==> src/rtl/ser_pkg.sv <==
// +----------------------------------------------------------------------+
// | ser_pkg : shared types and helpers for the serial shift engine.      |
// | Rev 1.0 : initial release. PAR state present only with SER_PARITY_EN.|
// +----------------------------------------------------------------------+
`default_nettype none

package ser_pkg;

  localparam int c_max_w = 32;

  localparam logic PAR_EVEN = 1'b0;
  localparam logic PAR_ODD  = 1'b1;

`ifdef SER_PARITY_EN
  typedef enum logic [1:0] {
    IDLE  = 2'd0,
    SHIFT = 2'd1,
    PAR   = 2'd2
  } ser_state_t;
`else
  typedef enum logic [1:0] {
    IDLE  = 2'd0,
    SHIFT = 2'd1
  } ser_state_t;
`endif

  // Full-width reversal; callers shift the result down to their own width.
  function automatic logic [c_max_w-1:0] bit_rev32(input logic [c_max_w-1:0] v);
    logic [c_max_w-1:0] r;
    r = '0;
    for (int i = 0; i < c_max_w; i++) begin
      r[i] = v[c_max_w-1-i];
    end
    return r;
  endfunction

endpackage

`default_nettype wire

==> src/rtl/ser_hold_reg.sv <==
// +----------------------------------------------------------------------+
// | ser_hold_reg : one-entry valid/ready buffer ahead of the shifter.    |
// | Rev 1.0 : initial release.                                           |
// +----------------------------------------------------------------------+
`default_nettype none

module ser_hold_reg #(
  parameter int DATA_W = 8
) (
  input  logic              clk,
  input  logic              RST,
  input  logic              i_valid,
  input  logic [DATA_W-1:0] i_data,
  input  logic              i_clear,
  output logic              o_ready,
  output logic              o_full,
  output logic [DATA_W-1:0] o_data
);

  logic              r_full;
  logic [DATA_W-1:0] r_data;
  logic              w_accept;

  assign w_accept = i_valid && !r_full;

  // Clear only happens while full and accept only while empty, so they never collide.
  always_ff @(posedge clk or negedge RST) begin
    if (!RST) begin
      r_full <= 1'b0;
      r_data <= '0;
    end else if (i_clear) begin
      r_full <= 1'b0;
    end else if (w_accept) begin
      r_full <= 1'b1;
      r_data <= i_data;
    end
  end

  assign o_ready = !r_full;
  assign o_full  = r_full;
  assign o_data  = r_data;

endmodule

`default_nettype wire

==> src/rtl/ser_shift_engine.sv <==
// +----------------------------------------------------------------------+
// | ser_shift_engine : parallel-to-serial engine for the UART TX path.   |
// | Optional parity bit enabled by defining SER_PARITY_EN.               |
// | Rev 1.0 : initial release.                                           |
// +----------------------------------------------------------------------+
`default_nettype none

module ser_shift_engine
  import ser_pkg::*;
#(
  parameter int DATA_W = 8
) (
  input  logic              clk,
  input  logic              RST,
  input  logic [DATA_W-1:0] P_DATA,
  input  logic              Data_Valid,
  output logic              data_ready,
  input  logic              ser_en,
  input  logic              msb_first,
`ifdef SER_PARITY_EN
  input  logic              par_typ,
`endif
  output logic              ser_Data,
  output logic              ser_done,
  output logic              underrun
);

  localparam int c_cnt_w = $clog2(DATA_W + 1);
  localparam logic [c_cnt_w-1:0] c_cnt_one = c_cnt_w'(1);
  localparam logic [c_cnt_w-1:0] c_cnt_last = c_cnt_w'(DATA_W);

  ser_state_t        r_state, w_state_nxt;
  logic [c_cnt_w-1:0] r_cnt, w_cnt_nxt, w_cnt_inc;
  logic [DATA_W-1:0] r_shift, w_shift_nxt;
  logic              r_ser_data, w_ser_data_nxt;
  logic              r_ser_done, w_ser_done_nxt;
  logic              r_underrun, w_underrun_nxt;
  logic              w_load;
  logic              w_hold_full;
  logic [DATA_W-1:0] w_hold_data;
  logic [DATA_W-1:0] w_rev;
  logic [DATA_W-1:0] w_word;
`ifdef SER_PARITY_EN
  logic              r_par, w_par_nxt;
`endif

  ser_hold_reg #(
    .DATA_W (DATA_W)
  ) u_hold (
    .clk     (clk),
    .RST     (RST),
    .i_valid (Data_Valid),
    .i_data  (P_DATA),
    .i_clear (w_load),
    .o_ready (data_ready),
    .o_full  (w_hold_full),
    .o_data  (w_hold_data)
  );

  // Reversed word lands in the top DATA_W bits of the 32-bit result.
  assign w_rev     = DATA_W'(bit_rev32(c_max_w'(w_hold_data)) >> (c_max_w - DATA_W));
  assign w_word    = msb_first ? w_rev : w_hold_data;
  assign w_cnt_inc = r_cnt + c_cnt_one;

  always_comb begin
    w_state_nxt    = r_state;
    w_cnt_nxt      = r_cnt;
    w_shift_nxt    = r_shift;
    w_ser_data_nxt = r_ser_data;
    w_ser_done_nxt = 1'b0;
    w_underrun_nxt = 1'b0;
    w_load         = 1'b0;
`ifdef SER_PARITY_EN
    w_par_nxt      = r_par;
`endif
    case (r_state)
      IDLE: begin
        w_ser_data_nxt = 1'b1;
        if (ser_en) begin
          if (w_hold_full) begin
            w_load         = 1'b1;
            w_ser_data_nxt = w_word[0];
            w_shift_nxt    = w_word >> 1;
            w_cnt_nxt      = c_cnt_one;
            w_state_nxt    = SHIFT;
`ifdef SER_PARITY_EN
            w_par_nxt      = (par_typ == PAR_ODD) ? ~(^w_hold_data) : (^w_hold_data);
`endif
          end else begin
            w_underrun_nxt = 1'b1;
          end
        end
      end
      SHIFT: begin
        if (ser_en) begin
          w_ser_data_nxt = r_shift[0];
          w_shift_nxt    = r_shift >> 1;
          w_cnt_nxt      = w_cnt_inc;
          if (w_cnt_inc == c_cnt_last) begin
`ifdef SER_PARITY_EN
            w_state_nxt    = PAR;
`else
            w_ser_done_nxt = 1'b1;
            w_state_nxt    = IDLE;
`endif
          end
        end
      end
`ifdef SER_PARITY_EN
      PAR: begin
        if (ser_en) begin
          w_ser_data_nxt = r_par;
          w_ser_done_nxt = 1'b1;
          w_state_nxt    = IDLE;
        end
      end
`endif
      default: begin
        w_state_nxt = IDLE;
      end
    endcase
  end

  always_ff @(posedge clk or negedge RST) begin
    if (!RST) begin
      r_state    <= IDLE;
      r_cnt      <= '0;
      r_shift    <= '0;
      r_ser_data <= 1'b1;
      r_ser_done <= 1'b0;
      r_underrun <= 1'b0;
`ifdef SER_PARITY_EN
      r_par      <= 1'b0;
`endif
    end else begin
      r_state    <= w_state_nxt;
      r_cnt      <= w_cnt_nxt;
      r_shift    <= w_shift_nxt;
      r_ser_data <= w_ser_data_nxt;
      r_ser_done <= w_ser_done_nxt;
      r_underrun <= w_underrun_nxt;
`ifdef SER_PARITY_EN
      r_par      <= w_par_nxt;
`endif
    end
  end

  assign ser_Data = r_ser_data;
  assign ser_done = r_ser_done;
  assign underrun = r_underrun;

endmodule

`default_nettype wire

==> config.mk <==
export PLATFORM = sky130hd
export DESIGN_NAME = ser_shift_engine
export DESIGN_NICKNAME = d
export VERILOG_FILES = /design/src/rtl/ser_pkg.sv /design/src/rtl/ser_hold_reg.sv /design/src/rtl/ser_shift_engine.sv
export SDC_FILE = /design/constraint.sdc
export NUM_CORES = 1
export LEC_CHECK = 0
export CAP_MARGIN = 5
export CORE_ASPECT_RATIO = 1.25
export CORE_MARGIN = 2
export CORE_UTILIZATION = 50
export CTS_BUF_LIST = sky130_fd_sc_hd__clkbuf_2 sky130_fd_sc_hd__clkbuf_4 sky130_fd_sc_hd__clkbuf_8
export DETAILED_ROUTE_END_ITERATION = 10
export PLACE_DENSITY = 0.87
export SKIP_LAST_GASP = 1
export SLEW_MARGIN = 0
export SYNTH_ARGS = -nofsm -noshare
export SYNTH_HDL_FRONTEND = slang
export SYNTH_SLANG_ARGS = --single-unit
==> constraint.sdc <==
create_clock -name clk -period 2.6 [get_ports clk]
set_input_delay 0.78 -clock clk [delete_from_list [all_inputs] [get_ports clk]]
set_output_delay 0.78 -clock clk [all_outputs]
set_load 0.1 [all_outputs]
## After elaboration in Yosys (flattened, before gate mapping)

Cells that the tools add are included.

- Reductions and logical operators: 9
- Eq/ne operators: 6
- Add/subtract/negate cells: 1
- Bitwise logic cells: 1
- Muxes and demuxes: 29

Operators by type and width:

| cell | number |
|---|---|
| $mux 8 | 4 |
| $pmux 8 s2 | 1 |
| $mux 1 | 14 |
| $mux 4 | 3 |
| $mux 2 | 4 |
| $pmux 4 s2 | 1 |
| $reduce_and 4->1 | 2 |
| $ne 2x2->1 const B | 3 |
| $add 4x1->4 const B | 1 |
| $eq 4x4->1 const B | 1 |
| $pmux 2 s2 | 1 |
| $reduce_and 2->1 | 2 |
| $reduce_bool 2->1 | 2 |
| $eq 2x1->1 const B | 1 |
| $logic_not 2->1 | 1 |
| $ne 2x1->1 const B | 1 |
| $pmux 1 s2 | 1 |
| $logic_and 1x1->1 | 1 |
| $logic_not 1->1 | 1 |
| $not 1->1 | 1 |

- Bits of input ports: 13
- Flip-flop bits (word level): 26
- Word-level logic and storage cells: 54
- Output and inout bits: 4

## Depth between registers and ports, before layout

- Word-level depth: 5
- Depth in mapped cells: 5

## By module

From an unflattened synthesis, not the netlist that was laid out.

- Cell total of the unflattened synthesis: 87
- Area total of the unflattened synthesis: 1133.6 um2

By module, submodules not included:

| module | instances | cells an instance | area an instance (um2) |
|---|---|---|---|
| ser_shift_engine | 1 | 66 | 788.3 |
| ser_hold_reg | 1 | 21 | 345.3 |

## Least setup slack after synthesis

OpenSTA, ideal clock, no wires.

- Path kind: reg-to-output
- Start: register u_hold.r_full (netlist: u_hold.o_full)
- End: output port data_ready
- Arrival time: 1.023 ns
- Cell stages (with the launch flop): 2
- Slack: 0.797 ns
- Cells stage by stage: dfrtp_1 > inv_1

- Cells in the longest elaborated chain, start to end: 1

Ends and longest elaborated chain:

| what | line | text |
|---|---|---|
| start, declared | ser_hold_reg.sv:20 | `logic r_full;` |
| start signal, assigned | ser_hold_reg.sv:29 | `r_full <= 1'b0;` |
| start signal, assigned | ser_hold_reg.sv:32 | `r_full <= 1'b0;` |
| start signal, assigned | ser_hold_reg.sv:34 | `r_full <= 1'b1;` |
| $logic_not 1->1 | ser_hold_reg.sv:39 | `assign o_ready = !r_full;` |
| end, declared | ser_shift_engine.sv:17 | `output logic data_ready,` |

No other way between the ends.

## Worst setup path after layout

Ends and elaborated chain as after synthesis.

==> metrics.cfg <==
[run_status]
status = finished, final reports clean

[timing]
hold_viol = 0
finalCriticalPeriod_ps = 1930
setup_violations = 0
slew_viol_final = 0
finalCritPeriodShare_pct = 74.3
rsz0062_at_grt = no
clock_skew_ps = 9.11
fmax_ghz = 0.518
worstMarginPinSlew_ps = 555
tns_ps = 0
slew_headroom_pct = 62.6

[placement]
hpwlAfterDp_um = 1310
placed_area_um2 = 1260
gp_congestion = 0.734
io_buffers = 16

[global_route]
grt_usage_pct = 17.0
antenna_found_initial = 0
grtUsageMet3_pct = 4.55
grt_overflow = 0
grtUsageMet1_pct = 20.9
grt_pass1_vias = 775
grt_busiest_layer = met2
grt_max_degree = 25
grt_pass1_wl_um = 3260
met2_usage_pct = 27.2

[detailed_routing]
wire_per_inst_um = 14.1
drcViolationCount = 0
viasPerCell = 5.86
drtIter0Drc = 28
drt.antenna.violating_nets = 0
dr_total_vias = 733
drt_pre_antenna_iters = 4
wl_um = 1760

[job]
cap_violations = 0

[cells_and_area]
fill_cells = 167
syn2layout_area_growth_pct = 18.6
layout-drive-gt1-share_pct = 26.7
fin_nets = 120
fin_area_um2 = 1290
diodes = 0

[synthesis]
synth_nets = 101
seq_area_frac_synth_pct = 55.2
netlist_instances = 87
synth_area_per_cell_um2 = 12.5
synth_warnings = 0
ys_ff_latch = 24
synth_cell_types = 27
netlist_area_um2 = 1090

[critical_path]
slowest_delay_ps = 480
crit_slowest_cell = dfrtp_1
arrival_ps = 1150
endpoint = data_ready
critPathLaunchType = flop
path_class = flop to output pin
crit_start = u_hold.o_full
cp_data_required_time_ps = 1820
crit_path_end_kind = output pin
path_depth = 2
rrSetupSlack_ps = 1250
r2r-start = r_state[0]
cp_top_family = flip-flops
cp_max_fo = 8
critPathBufInv = 2
crit_chain = inv_1, buf_4
rr_worst_depth = 3
timing.rr.end = r_cnt[3]

[clocking]
cts-root-buf = clkbuf_4
postCtsSetupBuffers = 0
cts_sinks = 24
cts_max_level = 1
numCtsBuffers = 3
cts_buffer_depth = 2
clkLatencyLatePin_ps = 310
cts_hold_buf = 0
cts_tree = done
ctsResizeCount = 0
cts.clk_slew.worst_paths_ps = 130

[floorplan]
core_area_um2 = 2030
start_util_pct = 53.8
die_w_um = 45.8
rows = 18
io_pins = 17
die_y_um = 56.2
die_area_um2 = 2570

[pwr]
p_clk_share_pct = 14.3
seq_power_share_pct = 49.4
p_sw_share_pct = 36.2
power.switching_uw = 486
power.internal_uw = 855
leakage_nw = 0.567
combPwrFrac_pct = 36.3
p_per_area_nw_per_um2 = 1040
worst_ir_drop_vdd_mv = 0.654

[hold_path]
min_path_cells = 1
hold_class = flop to flop

-- metal layers --
layer | share of wire (%) | up-vias
met2 | 53 | 24
met1 | 41 | 352
met3 | 4.8 | 2
met5 | 0 | -
li1 | - | 355
met4 | 1.0 | 0
-- final cells by class --
| class | count | area, µm² | share of cell area (%) |
|---|---|---|---|
| sequential | 24 | 602 | 46.6 |
| multi-input combinational | 56 | 449 | 34.8 |
| tap | 20 | 25.0 | 1.94 |
| inverter | 2 | 7.51 | 0.581 |
| timing repair buffer | 19 | 173 | 13.4 |
| clock buffer | 4 | 36.3 | 2.81 |
-- cell families (layout without fill, tap and decap cells) --
logic type      Yosys count  in the layout  share of synthesized area (%)
flops                    24             24                           55.2
compound gates           17             17                           13.8
fa+ha+maj                 1              1                           1.15
xor+xnor                  1              1                          0.804
simple gates             20             20                           8.84
mux                      17             17                           16.6
buf+inv                   7             25                           3.56
-- power by group through the flow --
stage | Sequential [mW] | Clock, mW | Combinational [mW]
5_1_grt | 0.692 | 0.216 | 0.541
3_3_place_gp | 0.660 | 0 | 0.473
2_1_floorplan | 0.693 | 0 | 0.354
6_report | 0.662 | 0.191 | 0.487
3_5_place_dp | 0.668 | 0 | 0.490
4_1_cts | 0.663 | 0.197 | 0.492
-- cells in the mapped netlist (all sizes together) --
cell    instances  area share, %
buf             5            2.9
nor3b           1           0.69
a22oi           1           0.69
o221a           6            6.2
o311ai          1           0.80
a21o            1           0.69
a22o            2            1.6
nor2            2           0.69
o21a            1           0.69
o21ai           3            1.4
nor2b           1           0.57
dfrtp          23             53
and3b           1           0.80
nor3            1           0.46
xor2            1           0.80
nand3           2           0.92
mux2i           8            7.3
mux2            9            9.3
dfstp           1            2.4
nand3b          1           0.69
ha              1            1.1
o31a            1           0.80
inv             2           0.69
a32o            1           0.92
nand2          11            4.0
-- through the flow --
stage	setup slack [ps]	power (mW)	util (%)	instances	hold WS (ps)
2_1_floorplan	797	1.05	-	87	474
4_1_cts	664	1.35	63.8	125	531
3_3_place_gp	491	1.13	62.0	121	497
5_1_grt	604	1.45	63.8	125	554
6_report	669	1.34	63.8	125	532
3_5_place_dp	426	1.16	62.0	121	500
-- state kept, by name, indices dropped and copies added (netlist names) --
signal	cells
r_cnt	4
ser_done	1
ser_Data	1
underrun	1
r_shift	7
r_state	1
u_hold.o_full	1
u_hold.o_data	8
-- cell usage in the layout, fill, tap and decap left out, types with 2 or more instances in the layout --
cell             netlist  final
a22o_1                 2      2
o21ai_0                3      3
inv_1                  2      2
nand3_1                2      2
buf_4                  0      7
dfrtp_1               23     23
clkdlybuf4s50_1        0     12
clkbuf_4               0      3
o221a_2                6      6
mux2_2                 9      9
nor2_1                 2      2
mux2i_1                8      8
nand2_1               10     10
-- worst min-delay path by stage --
stage | startpoint | slack [ps] | to
global route | r_shift[6] | 550 | r_shift[6]
CTS | r_shift[6] | 530 | r_shift[6]
finish | r_shift[6] | 530 | r_shift[6]
global placement | r_shift[6] | 500 | r_shift[6]
detailed placement | r_shift[6] | 500 | r_shift[6]
floorplan | r_shift[6] | 470 | r_shift[6]
Note: power is estimated with default switching activity, not from simulation.
